## src/rtl/mem_arbiter_pkg.sv

```systemverilog
// Shared types and encodings for the instruction/data memory arbiter.
// State encodings, access size codes and the latched request payload.
package mem_arbiter_pkg;

    localparam int unsigned DATA_W = 32;
    localparam int unsigned SIZE_W = 2;

    typedef enum logic [1:0] {
        ST_IDLE = 2'd0,
        ST_ADDR = 2'd1,
        ST_DATA = 2'd2
    } arbState_t;

    typedef enum logic {
        OWNER_IF  = 1'b0,
        OWNER_MEM = 1'b1
    } owner_t;

    localparam logic [SIZE_W-1:0] SIZE_BYTE = 2'd0;
    localparam logic [SIZE_W-1:0] SIZE_HALF = 2'd1;
    localparam logic [SIZE_W-1:0] SIZE_WORD = 2'd2;

    typedef struct packed {
        owner_t              owner;
        logic                wr;
        logic [SIZE_W-1:0]   size;
        logic [DATA_W-1:0]   wdata;
    } reqCtrl_t;

endpackage

```

## src/rtl/flopenr.sv

```systemverilog
// Enable flop with synchronous active-low reset, used for response data registers.
module flopenr #(
    parameter int unsigned WIDTH = 32
) (
    input  logic             clk,
    input  logic             rst,
    input  logic             en,
    input  logic [WIDTH-1:0] d,
    output logic [WIDTH-1:0] q
);

    always_ff @(posedge clk) begin
        if (!rst) begin
            q <= '0;
        end else if (en) begin
            q <= d;
        end
    end

endmodule

```

## src/rtl/mem_arbiter.sv

```systemverilog
// Arbitrates fetch and load/store requests onto one SRAM-like bus,
// one transaction outstanding, data access has fixed priority.
module mem_arbiter
    import mem_arbiter_pkg::*;
#(
    parameter int unsigned ADDR_W = 32
) (
    input  logic              clk,
    input  logic              rst,
    input  logic              if_req,
    input  logic [ADDR_W-1:0] if_addr,
    output logic [DATA_W-1:0] if_rdata,
    output logic              if_ready,
    input  logic              mem_req,
    input  logic              mem_wr,
    input  logic [SIZE_W-1:0] mem_size,
    input  logic [ADDR_W-1:0] mem_addr,
    input  logic [DATA_W-1:0] mem_wdata,
    output logic [DATA_W-1:0] mem_rdata,
    output logic              mem_ready,
    output logic              bus_req,
    output logic              bus_wr,
    output logic [SIZE_W-1:0] bus_size,
    output logic [ADDR_W-1:0] bus_addr,
    output logic [DATA_W-1:0] bus_wdata,
    input  logic              bus_addr_ok,
    input  logic              bus_data_ok,
    input  logic [DATA_W-1:0] bus_rdata,
    output logic              stall_if,
    output logic              stall_mem
);

    arbState_t         state;
    arbState_t         stateNext;
    reqCtrl_t          ctrl;
    reqCtrl_t          grantCtrl;
    logic [ADDR_W-1:0] addrReg;
    logic [ADDR_W-1:0] grantAddr;
    logic              grant;
    logic              grantMem;
    logic              respDone;
    logic              ifEligible;
    logic              memEligible;
    logic              ifCapture;
    logic              memCapture;

    // A requester whose ready is pulsing still shows its old level request.
    assign ifEligible  = if_req & ~if_ready;
    assign memEligible = mem_req & ~mem_ready;

    always_comb begin
        stateNext = state;
        grant     = 1'b0;
        grantMem  = 1'b0;
        respDone  = 1'b0;
        case (state)
            ST_IDLE: begin
                if (memEligible) begin
                    grant     = 1'b1;
                    grantMem  = 1'b1;
                    stateNext = ST_ADDR;
                end else if (ifEligible) begin
                    grant     = 1'b1;
                    stateNext = ST_ADDR;
                end
            end
            ST_ADDR: begin
                if (bus_addr_ok) begin
                    stateNext = ST_DATA;
                end
            end
            ST_DATA: begin
                if (bus_data_ok) begin
                    stateNext = ST_IDLE;
                    respDone  = 1'b1;
                end
            end
            default: stateNext = ST_IDLE;
        endcase
    end

    // Fetches are always word reads.
    always_comb begin
        grantCtrl.owner = grantMem ? OWNER_MEM : OWNER_IF;
        grantCtrl.wr    = grantMem ? mem_wr : 1'b0;
        grantCtrl.size  = grantMem ? mem_size : SIZE_WORD;
        grantCtrl.wdata = grantMem ? mem_wdata : '0;
        grantAddr       = grantMem ? mem_addr : if_addr;
    end

    always_ff @(posedge clk) begin
        if (!rst) begin
            state     <= ST_IDLE;
            ctrl      <= '0;
            addrReg   <= '0;
            if_ready  <= 1'b0;
            mem_ready <= 1'b0;
        end else begin
            state <= stateNext;
            if (grant) begin
                ctrl    <= grantCtrl;
                addrReg <= grantAddr;
            end
            if_ready  <= respDone & (ctrl.owner == OWNER_IF);
            mem_ready <= respDone & (ctrl.owner == OWNER_MEM);
        end
    end

    assign ifCapture  = respDone & (ctrl.owner == OWNER_IF);
    assign memCapture = respDone & (ctrl.owner == OWNER_MEM) & ~ctrl.wr;

    flopenr #(.WIDTH(DATA_W)) ifRdataReg (
        .clk (clk),
        .rst (rst),
        .en  (ifCapture),
        .d   (bus_rdata),
        .q   (if_rdata)
    );

    flopenr #(.WIDTH(DATA_W)) memRdataReg (
        .clk (clk),
        .rst (rst),
        .en  (memCapture),
        .d   (bus_rdata),
        .q   (mem_rdata)
    );

    assign bus_req   = (state == ST_ADDR);
    assign bus_wr    = ctrl.wr;
    assign bus_size  = ctrl.size;
    assign bus_addr  = addrReg;
    assign bus_wdata = ctrl.wdata;

    assign stall_if  = if_req & ~if_ready;
    assign stall_mem = mem_req & ~mem_ready;

endmodule

```

## config.mk

```make
export PLATFORM = sky130hd
export DESIGN_NAME = mem_arbiter
export DESIGN_NICKNAME = d
export VERILOG_FILES = /design/src/rtl/mem_arbiter_pkg.sv /design/src/rtl/flopenr.sv /design/src/rtl/mem_arbiter.sv
export SDC_FILE = /design/constraint.sdc
export NUM_CORES = 1
export LEC_CHECK = 0
export CAP_MARGIN = 25
export CORE_MARGIN = 4
export CORE_UTILIZATION = 40
export DETAILED_ROUTE_END_ITERATION = 7
export GPL_ROUTABILITY_DRIVEN = 0
export HOLD_SLACK_MARGIN = 0.08
export PLACE_DENSITY = 0.81
export SLEW_MARGIN = 40
export SYNTH_ARGS = -nofsm -noshare
export SYNTH_HDL_FRONTEND = slang
export SYNTH_SLANG_ARGS = --single-unit
```

## constraint.sdc

```tcl
create_clock -name clk -period 1.6 [get_ports clk]
set_input_delay 0.32 -clock clk [delete_from_list [all_inputs] [get_ports clk]]
set_output_delay 0.32 -clock clk [all_outputs]
set_load 0.02 [all_outputs]
```

# Word level (Yosys, flattened, before mapping)
# Index checks and enable logic that the tools add are counted.
[classes]
reduce_logical = 2
n_eq_ne = 5
n_mux = 17
n_bitwise = 9
[ops]
columns = ["operator", "n"]
rows = [
  ["$mux W32", 2],
  ["$mux W2", 5],
  ["$mux W1", 9],
  ["$pmux W2 S3", 1],
  ["$and A1 B1 Y1", 5],
  ["$not A1 Y1", 4],
  ["$ne A3 B3 Y1 const B", 1],
  ["$reduce_and A3 Y1", 1],
  ["$eq A2 B1 Y1 const B", 1],
  ["$eq A2 B2 Y1 const B", 1],
  ["$logic_not A2 Y1", 1],
  ["$ne A2 B1 Y1 const B", 1],
  ["$ne A2 B2 Y1 const B", 1],
]
[totals]
in_bits = 137
output_inout_bits = 136
regBits = 136

# Longest topological paths before layout
# Gate-level depths: netlist (run 1).
[depth]
ltp_word = 5
depth_mapped = 7
depth_no_buf = 4

# Modules after synthesis
# From an unflattened synthesis (run 1), not the netlist that was laid out.
[hier_totals]
hier_cells = 526
hier_area_um2 = 5945.7
[by_module_without_submodules]
columns = ["module", "cells_each", "area_per_inst_um2", "instances", "seq_area_each_um2"]
rows = [
  ["mem_arbiter", 320, 3458.3, 1, 1441.4],
  ["flopenr", 103, 1243.7, 2, 640.6],
]

# Worst setup path before layout (run 1)
# Ideal clock, no wire load.
[synth_timing]
path_kind = "register to register"
start = "reg if_ready"
end = "reg addrReg[22], in the netlist bus_addr[22]"
arrival_ps = 1472
required_time_ps = 1514
stages_incl_launch_ff = 7
setup_slack_ps = 43
path_cell_list = "dfxtp_1 -> nor2b_1 -> o21a_1 -> buf_4 -> buf_6 -> nor2_1 -> a211oi_1"
[synth_via]
elab_chain_cells = 5
[synth_rtl]
columns = ["item", "line", "rtl"]
rows = [
  ["from (decl)", "mem_arbiter.sv:13", "output logic if_ready,"],
  ["from (signal assigned)", "mem_arbiter.sv:104", "if_ready <= respDone & (ctrl.owner == OWNER_IF);"],
  ["$not A1 Y1", "--", ""],
  ["$and A1 B1 Y1", "--", ""],
  ["via stall_if", "mem_arbiter.sv:29", "output logic stall_if,"],
  ["$mux W1", "mem_arbiter.sv:62", "end else if (ifEligible) begin"],
  ["$mux W1", "mem_arbiter.sv:58", "if (memEligible) begin"],
  ["$mux W1", "mem_arbiter.sv:56", "case (state)"],
  ["to (signal assigned)", "mem_arbiter.sv:102", "addrReg <= grantAddr;"],
  ["to (decl)", "mem_arbiter.sv:37", "logic [ADDR_W-1:0] addrReg;"],
]
# The timed path passes the listed nets, and every way through them passes these cells.
# A chain may end at the register's enable or synchronous reset.

# Worst setup path in the final report (run 1)
[layout_timing]
start = "in if_req"
end = "out stall_if"
[layout_via]
elab_chain_cells = 1
[layout_rtl]
columns = ["item", "line", "rtl"]
rows = [
  ["from (decl)", "mem_arbiter.sv:10", "input logic if_req,"],
  ["$and A1 B1 Y1", "mem_arbiter.sv:134", "assign stall_if = if_req & ~if_ready;"],
  ["to (decl)", "mem_arbiter.sv:29", ""],
]
# Every way passes these cells.

==> results of run 1 <==
power breakdown:
part | internal, mW | switching [mW]
clock | 2.79 | 1.39
combinational | 0.767 | 0.790
sequential | 3.57 | 0.0977
synthesized netlist by cell type, drive strengths merged:
| cell type | instances | area share [%] |
|---|---|---|
| dfxtp | 136 | 52 |
| nand2 | 99 | 7.0 |
| nor2 | 70 | 5.0 |
| buf | 61 | 7.8 |
| a21oi | 35 | 3.3 |
| a22oi | 34 | 4.8 |
| o21ai | 33 | 3.2 |
| nand3 | 32 | 3.0 |
| a211oi | 30 | 4.3 |
| mux2i | 30 | 5.7 |
| clkbuf | 23 | 1.7 |
| nor2b | 3 | 0.36 |
| a222oi | 2 | 0.38 |
| inv | 2 | 0.14 |
| nor4 | 2 | 0.52 |
| and2 | 1 | 0.12 |
| nand2b | 1 | 0.12 |
| nor3 | 1 | 0.19 |
| nor3b | 1 | 0.14 |
| o21a | 1 | 0.14 |
| o221a | 1 | 0.21 |
| or3 | 1 | 0.12 |
| or4b | 1 | 0.19 |
sequential cells by signal (all words and copies together), names as in the netlist:
register / flops
if_ready: 1
bus_wr: 1
ctrl: 1
mem_ready: 1
state: 2
bus_addr: 32
memRdataReg.q: 32
bus_wdata: 32
bus_size: 2
ifRdataReg.q: 32
per-stage QoR:
stage               cells  power, mW  util (%)  TNS [ps]  instance area, µm²
floorplan             600       4.53         -         0                5280
global placement      985       5.32      63.0    -23420                8050
detailed placement    985       5.36      63.0    -27820                8050
CTS                  1019       9.43      67.1         0                8570
global route         1020       9.75      67.5     -34.8                8620
finish               1020       9.40      67.5         0                8620
worst max-delay path, stage by stage:
cell and delay, ps:
sky130_fd_sc_hd__clkdlybuf4s50_1 470, sky130_fd_sc_hd__nor2b_2 190, sky130_fd_sc_hd__clkdlybuf4s15_2 280
cell type report:
type,instances,area share [%]
sequential,136,31.6
timing repair buffer,302,34.2
inverter,2,0.102
multi-input combinational,378,24.2
clock inverter,8,1.66
clock buffer,22,5.74
tap,172,2.50
cells by family after synthesis:
logic type | after synthesis
simple gates | 212
compound gates | 136
flops | 136
buf+inv | 86
mux | 30
final timing paths:
kind                     startpoint           endpoint  slack [ps]  depth (start not counted)
setup / recovery             if_req           stall_if          20                          3
setup reg to reg          mem_ready       bus_addr[17]          70                          5
hold / removal                  rst    ifRdataReg.q[7]         370                          3
hold reg to reg   memRdataReg.q[27]  memRdataReg.q[27]         450                          2
per-layer routing:
layer | vias up | part of all wire (%) | track usage (%)
li1 | 2498 | - | -
met5 | - | 0 | 0
met1 | 2363 | 37 | 23.4
met3 | 18 | 10 | 9.79
met4 | 0 | 1.2 | 6.30
met2 | 203 | 52 | 40.0
cell usage in the layout, fill, tap and decap left out, drive strengths merged:
master	count
bufinv	4
nor4	2
a22oi	34
inv	1
nor3	1
nor3b	1
bufbuf	1
buf	31
and2	1
nor2b	3
or3	1
clkdlybuf4s50	135
o21a	1
clkbuf	23
nand2	99
nor2	70
dlygate4sd2	133
a222oi	2
clkdlybuf4s15	1
mux2i	30
o21ai	33
a211oi	30
nand2b	1
dfxtp	136
or4b	1
o221a	1
a21oi	35
clkinvlp	1
clkinv	4
nand3	32
repair_timing:
item / in CTS / in global routing
resized for setup: 140 / 4
setup endpoints to repair: 136 / 13
cloned: 1 / 1
hold buffers: 0 / 0
setup buffers: 3 / 0
==> flow_metrics.env, run 1 <==
export IMPL_max_freq_ghz=0.633
export IMPL_overflow=0
export IMPL_criticalPathCategory="in2out"
export IMPL_synth_xor_area_share_pct=0
export IMPL_hold_viol=0
export IMPL_clk_pin_slew_ps=50
export IMPL_numClockSinks=136
export IMPL_clock_buffers_created_by_tritoncts=17
export IMPL_crit_path_max_fanout=2
export IMPL_groute_usage_overall_pct=22.2
export IMPL_pwr_density_cell_nw_per_um2=1090
export IMPL_yosys_cell_types_count=31
export IMPL_cp_data_required_time_ps=1280
export IMPL_seqCellArea_um2=2720
export IMPL_timing_critical_path_from_type="input pin"
export IMPL_tightestPinTransition_ps=657
export IMPL_detail_route_wirelength_mm=17.6
export IMPL_post_synthesis_share_of_cell_area_spent_on_and_or_nand_and_nor_gates_pct=16.8
export IMPL_min_period_over_period_pct=98.7
export IMPL_port_buffers=272
export IMPL_ctsLongestPathBuffers=2
export IMPL_maximum_resistive_drop_on_vdd_mv=0.703
export IMPL_diodes=0
export IMPL_cellLeakagePower_nw=3.84
export IMPL_min_period_ps=1580
export IMPL_route_detailed_wl_per_inst_um=17.3
export IMPL_synth_net_count=737
export IMPL_share_of_cell_area_taken_by_muxes_after_synthesis_pct=5.69
export IMPL_route_antenna_remaining_nets=0
export IMPL_setup_viol=0
export IMPL_drc=0
export IMPL_postSynthAreaPerCell_um2=8.80
export IMPL_die_h_um=123
export IMPL_detail_route_first_pass_iterations=4
export IMPL_clock_tree_root_cell="sky130_fd_sc_hd__clkbuf_16"
export IMPL_layout_drive_gt1_share_pct=8.84
export IMPL_cts_htree_levels=4
export IMPL_ys_seq_area_share_pct=51.6
export IMPL_post_synth_fa_ha_maj_area_fraction_pct=0
export IMPL_rows=41
export IMPL_syn_area_um2=5280
export IMPL_worst_slew_margin_rel_pct=56.2
export IMPL_postSynthCellCount=600
export IMPL_place_ws_ps=-339
export IMPL_outcome="finished clean"
export IMPL_first_iter_violations=338
export IMPL_antenna_found_initial=0
export IMPL_hold_slack_ps=371
export IMPL_clock_skew_final_ps=8.25
export IMPL_post_route_worst_setup_slack_ps=20.3
export IMPL_worstSkewPairLatency_ps=410
export IMPL_grt_pass1_vias=5058
export IMPL_end_kind="output port"
export IMPL_crit_arrival_ps=1260
export IMPL_fillerInstances=999
export IMPL_synth_seq_cells=136
export IMPL_synth_compound_gate_area_share_pct=16.3
export IMPL_post_dp_hpwl_mm=12.6
export IMPL_yosys_warnings=0
export IMPL_multi_input_area_um2=2080
export IMPL_floorplan_die_area_um2=15100
export IMPL_num_nets_final=974
export IMPL_drv_slew=0
export IMPL_hold_path_class="in2reg"
export IMPL_max_cap_viol_count=0
export IMPL_die_w_um=123
export IMPL_routed_via_density=4.98
export IMPL_area_growth_pct=63.2
export IMPL_tritoncts="done"
export IMPL_core_um2=12800
export IMPL_dominant_combinational_cell_family_by_area_after_synthesis="simple AND/OR/NAND/NOR gates"
export IMPL_grt_first_pass_wirelength_mm=25.9
export IMPL_total_number_of_vias=5082
export IMPL_floorplan_initialDensity_pct=41.3
export IMPL_grt_max_degree=66
export IMPL_num_io_pins=273
(Power assumes the default switching activity.)
==> run 2, diff against run 1 <==
Settings changed: SKIP_LAST_GASP set to 1.
==> run 2 against run 1 <==
  * Routed wire length is 0.32% lower
  * Highest routed layer unchanged
  * Fmax hardly changed
  * Count of clock-buffer cells in the layout stayed put
  * Critical path depth stayed put
  * Clock power hardly changed
  * First-iteration DRC count is 1.2% higher
  * Largest power group unchanged
  * Global-route usage hardly changed
==> flow_metrics.env, run 2 (synthesis gave the netlist of run 1 again) <==
export IMPL_clk_pin_slew_ps=50
export IMPL_fillerInstances=999
export IMPL_first_iter_violations=342
export IMPL_diodes=0
export IMPL_cts_htree_levels=4
export IMPL_holdCritStartpoint="rst"
export IMPL_timing_reg2reg_setup_slack_ps=80
export IMPL_crit_path_max_fanout=2
export IMPL_port_buffers=272
export IMPL_grt_max_degree=66
export IMPL_overflow=0
export IMPL_tightestPinTransition_ps=659
export IMPL_route_antenna_remaining_nets=0
export IMPL_criticalPathCategory="in2out"
export IMPL_drc=0
export IMPL_floorplan_die_area_um2=15100
export IMPL_drv_slew=0
export IMPL_reg2regPathDepth=5
export IMPL_post_route_worst_setup_slack_ps=19.9
export IMPL_cellLeakagePower_nw=3.84
export IMPL_cp_data_required_time_ps=1280
export IMPL_min_path_cells=3
export IMPL_worst_slew_margin_rel_pct=56.0
export IMPL_clock_tree_root_cell="sky130_fd_sc_hd__clkbuf_16"
export IMPL_rows=41
export IMPL_detail_route_wirelength_mm=17.6
export IMPL_place_ws_ps=-339
export IMPL_routed_via_density=4.97
export IMPL_detail_route_first_pass_iterations=4
export IMPL_floorplan_initialDensity_pct=41.3
export IMPL_max_freq_ghz=0.633
export IMPL_clock_skew_final_ps=11.0
export IMPL_timing_critical_path_slowest_cell_delay_ps=470
export IMPL_max_cap_viol_count=0
export IMPL_timing_critical_path_from_type="input pin"
export IMPL_crit_arrival_ps=1260
export IMPL_grt_first_pass_wirelength_mm=25.9
export IMPL_area_growth_pct=63.2
export IMPL_outcome="finished clean"
export IMPL_worstSkewPairLatency_ps=410
export IMPL_timing_critical_path_slowest_stage_cell="sky130_fd_sc_hd__clkdlybuf4s50_1"
export IMPL_num_nets_final=974
export IMPL_worst_r2r_endpoint="bus_addr[17]"
export IMPL_total_number_of_vias=5067
export IMPL_timing_critical_path_from="if_req"
export IMPL_crit_reg_reg_startpoint="mem_ready"
export IMPL_clock_buffers_created_by_tritoncts=17
export IMPL_route_detailed_wl_per_inst_um=17.2
export IMPL_groute_usage_overall_pct=22.2
export IMPL_antenna_found_initial=0
export IMPL_maximum_resistive_drop_on_vdd_mv=0.700
export IMPL_ctsLongestPathBuffers=2
export IMPL_final_common_cell="sky130_fd_sc_hd__dfxtp_1"
export IMPL_pwr_density_cell_nw_per_um2=1090
export IMPL_min_period_over_period_pct=98.8
export IMPL_grt_pass1_vias=5058
export IMPL_setup_viol=0
export IMPL_cts_hold_buffers_added=0
export IMPL_most_common_layout_cells="136 x sky130_fd_sc_hd__dfxtp_1, 135 x sky130_fd_sc_hd__clkdlybuf4s50_1, 133 x sky130_fd_sc_hd__dlygate4sd2_1"
export IMPL_tritoncts="done"
export IMPL_die_h_um=123
export IMPL_num_io_pins=273
export IMPL_post_dp_hpwl_mm=12.6
export IMPL_layout_drive_gt1_share_pct=8.84
export IMPL_die_w_um=123
export IMPL_aggregate_negative_setup_slack_ps=0
export IMPL_min_period_ps=1580
export IMPL_min_delay_worst_endpoint="ifRdataReg.q[4]"
export IMPL_end_kind="output port"
export IMPL_cp_cell_sequence="clkdlybuf4s50_1 > nor2b_2 > clkdlybuf4s15_2"
export IMPL_numClockSinks=136
export IMPL_core_um2=12800
export IMPL_hold_path_class="in2reg"
export IMPL_hold_viol=0
-- run 2: cell count changes in the layout (fill, tap and decap cells not counted) --
cell / before / now
sky130_fd_sc_hd__buf_2: 2 / 1
sky130_fd_sc_hd__clkbuf_2: 0 / 1
-- run 2: per-layer routing --
layer  vias up  wire (µm)  GRT usage [%]
li1       2500          -              -
met5         -          0              0
met2       191       9270           40.0
met4         0        208           6.30
met3        15       1710           9.74
met1      2361       6380           23.4
-- run 2: metrics by stage --
stage,power [mW],util (%),std cells,hold slack [ps],cell area (µm²)
6_report,9.39,67.5,1020,376,8620
5_1_grt,9.75,67.5,1020,389,8620
4_1_cts,9.43,67.2,1019,363,8580
3_3_place_gp,5.32,63.0,985,436,8050
2_1_floorplan,4.53,-,600,450,5280
3_5_place_dp,5.36,63.0,985,442,8050
-- run 2: area by class of cell --
class | count | area, µm² | share of cell area [%]
timing repair buffer | 302 | 2950 | 34.2
clock inverter | 8 | 143 | 1.66
inverter | 2 | 8.76 | 0.102
multi-input combinational | 378 | 2080 | 24.2
clock buffer | 22 | 494 | 5.74
sequential | 136 | 2720 | 31.6
tap | 172 | 215 | 2.50
-- run 2: power breakdown --
group          internal (mW)  total, mW  switching (mW)
clock                   2.79       4.17            1.38
combinational          0.767       1.56           0.790
sequential              3.57       3.67          0.0982
-- run 2: what timing repair did --
item | 4_1_cts | 5_1_grt
gates resized for setup | 137 | 6
cloned | 1 | 1
buffers inserted | 3 | 0
endpoints found under the setup margin | 136 | 14
-- run 2: worst max-delay path by stage --
stage | end | slack (ps) | depth (start not counted)
floorplan | bus_addr[22] | 40 | 6
global placement | stall_if | -330 | 3
detailed placement | bus_addr[30] | -340 | 7
CTS | bus_req | -110 | 2
global route | stall_if | -30 | 3
finish | stall_if | 20 | 3
-- run 2: worst max-delay path: cells and delay by family --
family / cells / cell delay (ps)
simple gates: 1 / 190
buf+inv: 2 / 750
